## src/rtl/instr_decode_queue.sv

```systemverilog
// instr_decode_queue
//   DEPTH-entry instruction/PC queue sitting between fetch and decode.
//   The head instruction is split into RV32I fields. While the queue is
//   empty, or while a flush is in progress, the NOP encoding is shown instead.
//   A flush discards every buffered entry and also any push in the same cycle.
//   drop_count_out is a saturating count of the entries thrown away by flushes.
//
// Ports
//   clk_in, rst_in        clock, synchronous active-high reset
//   flush_in              discard all entries (and any same-cycle push)
//   in_valid_in/in_ready_out, instr_in, pc_in      fetch side handshake
//   out_valid_out/out_ready_in                      decode side handshake
//   opcode_out .. instr_31_7_out                    fields of selected instr
//   pc_out                head PC, zero when not valid
//   count_out             occupancy
//   drop_count_out        saturating flushed-entry counter
module instr_decode_queue #(
    parameter int          DEPTH          = 2,
    parameter int          PC_WIDTH       = 32,
    parameter logic [31:0] NOP_INSTR      = 32'h0000_0013,
    parameter int          DROP_CNT_WIDTH = 8
) (
    input  logic                        clk_in,
    input  logic                        rst_in,
    input  logic                        flush_in,
    input  logic                        in_valid_in,
    output logic                        in_ready_out,
    input  logic [31:0]                 instr_in,
    input  logic [PC_WIDTH-1:0]         pc_in,
    output logic                        out_valid_out,
    input  logic                        out_ready_in,
    output logic [6:0]                  opcode_out,
    output logic [4:0]                  rd_addr_out,
    output logic [2:0]                  func3_out,
    output logic [4:0]                  rs1_addr_out,
    output logic [4:0]                  rs2_addr_out,
    output logic [6:0]                  func7_out,
    output logic [24:0]                 instr_31_7_out,
    output logic [PC_WIDTH-1:0]         pc_out,
    output logic [$clog2(DEPTH):0]      count_out,
    output logic [DROP_CNT_WIDTH-1:0]   drop_count_out
);

    localparam int PTR_W = $clog2(DEPTH);
    localparam int CNT_W = PTR_W + 1;
    localparam int SUM_W = DROP_CNT_WIDTH + CNT_W;
    localparam logic [DROP_CNT_WIDTH-1:0] DROP_MAX = '1;

    logic [31:0]               instr_mem [DEPTH];
    logic [PC_WIDTH-1:0]       pc_mem    [DEPTH];
    logic [PTR_W-1:0]          wr_ptr, rd_ptr;
    logic [CNT_W-1:0]          count;
    logic [DROP_CNT_WIDTH-1:0] drop_cnt;

    logic        push, pop;
    logic [31:0] sel_instr;
    logic [SUM_W-1:0] drop_sum;
    logic [DROP_CNT_WIDTH-1:0] drop_next;

    // Ready depends only on occupancy. A pop in the same cycle does not
    // open a slot for a push, so no combinational path runs from decode
    // ready back to fetch.
    assign in_ready_out  = (count != CNT_W'(DEPTH));
    assign out_valid_out = (count != '0) && !flush_in;

    assign push = in_valid_in && in_ready_out && !flush_in;
    assign pop  = out_valid_out && out_ready_in;

    assign sel_instr = out_valid_out ? instr_mem[rd_ptr] : NOP_INSTR;

    assign opcode_out     = sel_instr[6:0];
    assign rd_addr_out    = sel_instr[11:7];
    assign func3_out      = sel_instr[14:12];
    assign rs1_addr_out   = sel_instr[19:15];
    assign rs2_addr_out   = sel_instr[24:20];
    assign func7_out      = sel_instr[31:25];
    assign instr_31_7_out = sel_instr[31:7];
    assign pc_out         = out_valid_out ? pc_mem[rd_ptr] : '0;

    assign count_out      = count;
    assign drop_count_out = drop_cnt;

    // The sum is widened so that the carry can be seen before saturating.
    assign drop_sum  = SUM_W'(drop_cnt) + SUM_W'(count);
    assign drop_next = (drop_sum > SUM_W'(DROP_MAX)) ? DROP_MAX
                                                     : drop_sum[DROP_CNT_WIDTH-1:0];

    always_ff @(posedge clk_in) begin
        if (rst_in) begin
            wr_ptr   <= '0;
            rd_ptr   <= '0;
            count    <= '0;
            drop_cnt <= '0;
        end else if (flush_in) begin
            wr_ptr   <= '0;
            rd_ptr   <= '0;
            count    <= '0;
            drop_cnt <= drop_next;
        end else begin
            if (push) wr_ptr <= wr_ptr + PTR_W'(1);
            if (pop)  rd_ptr <= rd_ptr + PTR_W'(1);
            case ({push, pop})
                2'b10:   count <= count + CNT_W'(1);
                2'b01:   count <= count - CNT_W'(1);
                default: count <= count;
            endcase
        end
    end

    // The storage is not reset. Stale contents are never visible, because
    // the outputs are gated by occupancy.
    always_ff @(posedge clk_in) begin
        if (push && !rst_in) begin
            instr_mem[wr_ptr] <= instr_in;
            pc_mem[wr_ptr]    <= pc_in;
        end
    end

endmodule

```

## config.mk

```make
export PLATFORM = sky130hd
export DESIGN_NAME = instr_decode_queue
export DESIGN_NICKNAME = d
export VERILOG_FILES = /design/src/rtl/instr_decode_queue.sv
export SDC_FILE = /design/constraint.sdc
export NUM_CORES = 1
export LEC_CHECK = 0
export CAP_MARGIN = 20
export CORE_ASPECT_RATIO = 0.75
export CORE_MARGIN = 1
export CORE_UTILIZATION = 47
export CTS_CLUSTER_SIZE = 25
export DETAILED_ROUTE_END_ITERATION = 8
export PLACE_DENSITY_LB_ADDON = 0.12
export REMOVE_ABC_BUFFERS = 1
export SYNTH_ARGS = -nofsm -noshare
export SYNTH_HDL_FRONTEND = slang
export SYNTH_SLANG_ARGS = --single-unit
```

## constraint.sdc

```tcl
create_clock -name clk_in -period 8.33 [get_ports clk_in]
set_input_delay 1.2495 -clock clk_in [delete_from_list [all_inputs] [get_ports clk_in]]
set_output_delay 1.2495 -clock clk_in [all_outputs]
set_load 0.05 [all_outputs]
```

# After elaboration in Yosys (flattened, before gate mapping)

Memory sizes are Yosys's and may differ from the RTL's. A register that Yosys moved wholly into a read port is not among the register bits.
Cells that the tools add are included.

Add/subtract/negate cells: 5
Multiply operators: 0
Div/mod/pow operators: 0
Order comparisons: 1
Eq/ne operators: 3
Shift-type cells: 0
Mux-type cells: 10
Bitwise gates (word level): 0
Reductions and logical operators: 10

Operators by type and width:

| kind                | count |
|---|---|
| $mux 32             | 2 |
| $add 8x2->9         | 1 |
| $gt 9x8->1 const B  | 1 |
| $mux 8              | 1 |
| $mux 1              | 6 |
| $logic_and 1x1->1   | 5 |
| $pmux 2 s2          | 1 |
| $reduce_bool 2->1   | 2 |
| $add 1x1->1 const B | 2 |
| $add 2x1->2 const B | 1 |
| $eq 2x1->1 const B  | 1 |
| $eq 2x2->1 const B  | 1 |
| $logic_not 1->1     | 2 |
| $ne 2x2->1 const B  | 1 |
| $reduce_or 2->1     | 1 |
| $sub 2x1->2 const B | 1 |

Register bits: 12
Latch bits: 0
Bits in writable memories: 128
Bits in read-only memories: 0
Output and inout port bits: 101
Word-level logic and storage cells: 35
Memories kept: 2

Memory list:

| name      | depth | bits a word | read ports | clocked after Yosys merged registers in | wr ports | line | RTL |
|---|---|---|---|---|---|---|---|
| instr_mem | 2     | 32          | 1          | 1                                       | 1        | 49   | `logic [31:0] instr_mem [DEPTH];` |
| pc_mem    | 2     | 32          | 1          | 1                                       | 1        | 50   | `logic [PC_WIDTH-1:0] pc_mem [DEPTH];` |

# Depth between registers and ports, before layout

Depth in word-level cells: 6
Mapped depth: 8
Gate-level depth less buffers: 6

# Worst setup path before layout

No wires, ideal clock.

Kind: input to register
From: input port rst_in
To: memory instr_mem[0][0], enable pin
Setup time: 565 ps
Data arrival time: 6197 ps
Required time: 7765 ps
Slack: 1568 ps
Stages on the path: 4
Buffers on the path: 2
Path through: clkbuf_1 or2_2 clkbuf_1 nor3_1

Cells in the longest elaborated chain, start to end: 4

RTL lines:

| item                         | line | RTL |
|---|---|---|
| start: declaration           | 24   | `input logic rst_in,` |
| $logic_not 1->1              | 113  | `if (push && !rst_in) begin` |
| $logic_and 1x1->1            | 113  |  |
| $mux 1                       | 113  |  |
| $mux 1 (not written as such) | 114  | `instr_mem[wr_ptr] <= instr_in;` |
| end: declaration             | 49   |  |

Every way passes these cells.

# Final worst setup path

From: input port flush_in
To: output port opcode_out[1]

Cells in the longest elaborated chain, start to end: 3

RTL lines:

| item               | line | RTL |
|---|---|---|
| start: declaration | 25   | `input logic flush_in,` |
| $logic_not 1->1    | 64   | `assign out_valid_out = (count != '0) && !flush_in;` |
| $logic_and 1x1->1  | 64   |  |
| $mux 32            | 69   | `assign sel_instr = out_valid_out ? instr_mem[rd_ptr] : NOP_INSTR;` |
| end: declaration   | 32   | `output logic [6:0] opcode_out,` |

Every way passes these cells.

==> results by group <==
Setup path
  – Crit path max-delay family: buffers and inverters
  – CP max FO: 44
  – Worst Path Arrival: between 3000 and 4000 ps
  – WP buf/inv: 4
  – WP depth: 6
  – CP Launch Type: input pin
  – WS Path Type: input pin to output port
  – Reg-to-reg endpoint: instr_mem[1][30]$_DFFE_PP_
  – Most Frequent Cell on Critical Path: clkdlybuf4s50_1
  – Register-to-register setup slack: roughly 6000 ps
  – Worst reg-to-reg path cell count: 5
  – Reg-to-Reg Start: count_out[0]$_SDFFE_PP0P_
  – Critical-path top delay cell: clkdlybuf4s50_1
  – Critical Path Max Stage Delay: slightly below 800 ps
  – CP cell instances: clkdlybuf4s50_1 > o21bai_4 > buf_4 > inv_1 > nand2_1 > clkdlybuf4s50_1
  – Worst EP required: 7080 ps
  – CP Capture Type: output port

Yosys
  – Synth Area in Compound Gates: around 2.5%
  – Async S/R FF share, synth: 0%
  – Mapped Cells: 375
  – Sequential share of the synthesized area: ~72%
  – Simple-gate share of the synthesized area: ~7.0%
  – Syn Std Cell Area: around 0.0057 mm²
  – Post-synth EDFFs: 128
  – YS warnings: 0
  – Post-synthesis adder-cell area fraction: 1.02%
  – Mux share of post-synthesis cell area: 11.3%
  – Synth Register Bits: 141
  – Syn avg cell area: 15.1 µm²
  – Distinct cells, synth: 29
  – XOR/XNOR Fraction of Synth Area: less than 1%
  – Largest family of logic cells by synthesized area: multiplexers
  – Synth Flop Type: edfxtp_1

Timing
  – Worst-Margin Slew: 821 ps
  – Clock Skew: 7.57 ps
  – Final setup fails: 0
  – Period utilization: a little over 60%
  – Final Max Slew Viols: 0
  – FMAX: 193 MHz
  – Final worst path period need: 5180 ps
  – Rel. slew slack: a little under half
  – Worst setup margin: 3150 ps
  – Final Hold Fails: 0
  – RSZ-0062 raised after global routing: no
  – Total negative slack: 0 ps

Route
  – Drt initial violations: between 200 and 250
  – Via density: 4.97
  – Drt wl/cell: 16.4 µm
  – Detailed Route WL: 11,500 µm
  – M1 WL: ~5200 µm
  – Post-DRT Antenna Nets: 0
  – DR top layer: met4
  – Vias: 3,479
  – First drt pass iteration count: 4
  – DR WL met2: roughly 5400 µm
  – Residual DRC: 0
  – Metal3 WL: 783 µm

Global routing
  – Global-route wire length before repair: 17,800 µm
  – Vias in the first global route: 3,555
  – Largest net degree at the start of global routing: 65
  – Tot GR Track Use: between 10% and 20%
  – Initial antenna violation count: 0
  – Total grt overflow: 0

Final layout
  – Non-filler cells, final: 700
  – Antenna Cells: 0
  – Fill count: 840
  – Area Overhead vs Synth: 40.6%
  – Layout cells sized above 1: 7.62%
  – Final core utilization: 68.4%
  – Register area: a little over 0.004 mm²
  – Area of the multi-input gates: 0.00128 mm²
  – Fin nets: roughly 600
  – Final Cell Area: 0.00797 mm²

Floorplanning
  – Rows: 34
  – I/O pins: 170
  – Die width: 129 µm
  – Core area: 0.0117 mm²
  – Initial Util: 48.6%
  – Full die area: 0.0125 mm²
  – Die H: 97.1 µm

Clocking
  – H-tree depth: 4
  – Post-cts resize count: 0
  – Postcts setup bufs: 0
  – Clock net sink count: roughly 140
  – Root buf cell: clkbuf_16
  – Clock-pin slew of the registers on the worst-case setup and hold paths: 50 ps
  – Later-pin clock latency in the skew report: 410 ps
  – Hold buffers post-CTS: 0
  – CTS tree: built
  – Total CTS buffers: 17
  – CTS Buffer Depth: 2

Place
  – Dpl cell area: 0.00732 mm²
  – Setup WS pre-CTS: 3110 ps
  – Post-DP HPWL: around 7200 µm
  – PortBufs: about 170
  – Placed cells: 667
  – GP Congestion: 0.762

Worst hold path
  – Hold Startpoint: wr_ptr$_SDFFE_PP0P_
  – Hold path endpoint: wr_ptr$_SDFFE_PP0P_
  – Hold Path Depth: 2
  – Hold crit path type: flop to flop

Power
  – Power Dens Cells: 211 mW/mm²
  – Leakage power total: between 2 and 3 nW
  – Maximum vdd drop: 0.147 mV

Run status
  – Run status: completed

Job
  – Number of max-cap violations: 0
per-layer routing:
metal  vias to the layer above  GRT usage (%)
met5                         -              0
met4                         0           5.70
met3                         7           6.66
met2                       121           30.4
met1                      1705           24.7
li1                       1646              -
worst max path at each step:
stage | start | end | slack (ps)
3_5_place_dp | flush_in | opcode_out[1] | 3110
6_report | flush_in | opcode_out[1] | 3150
3_3_place_gp | flush_in | opcode_out[4] | 3190
4_1_cts | flush_in | opcode_out[1] | 3110
5_1_grt | flush_in | opcode_out[4] | 2980
2_1_floorplan | flush_in | instr_mem[0][0]$_DFFE_PP_ | 1810
placed cells by master, fill, tap and decap left out, drive strengths merged, types with 5 or more instances in the layout:
cell / netlist / layout
clkdlybuf4s50: 0 / 169
edfxtp: 128 / 128
nor2: 66 / 66
mux2i: 64 / 64
clkbuf: 3 / 20
dfxtp: 13 / 13
a21oi: 9 / 9
inv: 6 / 6
or3: 6 / 6
nand2: 6 / 6
o21ai: 5 / 5
state kept, by name (all words and copies together) (netlist names), named ones only:
signal / flops
rd_ptr: 1
instr_mem: 64
wr_ptr: 1
pc_mem: 64
count_out: 2
drop_count_out: 8
synth_stat cells (2+ instances only):
| master | number | share of area [%] |
|---|---|---|
| or3_1 | 6 | 0.66 |
| edfxtp_1 | 128 | 68 |
| mux2i_1 | 64 | 11 |
| buf_2 | 8 | 0.71 |
| a31oi_1 | 4 | 0.44 |
| o21ai_0 | 5 | 0.44 |
| nand3_1 | 4 | 0.35 |
| dfxtp_1 | 13 | 4.6 |
| buf_4 | 31 | 4.1 |
| nor3_1 | 3 | 0.26 |
| inv_1 | 6 | 0.40 |
| nor2_1 | 66 | 4.4 |
| o21bai_1 | 2 | 0.26 |
| a211oi_1 | 3 | 0.40 |
| ha_1 | 3 | 0.66 |
| nand2_1 | 6 | 0.40 |
| a21oi_1 | 9 | 0.79 |
| clkbuf_1 | 3 | 0.20 |
worst min-delay path, delay by kind of cell (launching register included):
family / cells / cell delay (ps)
DFF: 1 / 320
AOI/OAI and AO/OA: 2 / 130
power breakdown:
group	switching [W]	internal (W)
clock	0.000274	0.000507
combinational	0.0000597	0.0000498
sequential	0.00000457	0.000786
logic make-up after synthesis:
logic type / count (synthesis)
flip-flops: 141
AND/OR/NAND/NOR: 92
multiplexers: 64
buffers and inverters: 48
AO/OA/AOI/OAI: 24
adder cells (fa/ha/maj): 4
XOR/XNOR: 2
stage by stage:
| step | total power [W] | hold slack (ps) |
|---|---|---|
| floorplan | 0.000856 | 463 |
| global placement | 0.000911 | 481 |
| detailed placement | 0.000915 | 498 |
| CTS | 0.00169 | 503 |
| global route | 0.00173 | 544 |
| finish | 0.00168 | 501 |
area by class of cell:
class,instances,area share (%)
multi-input combinational,186,16.0
clock buffer,20,5.61
timing repair buffer,173,21.9
tap,162,2.54
clock inverter,12,2.14
sequential,141,51.5
inverter,6,0.283
(Power assumes the default switching activity.)
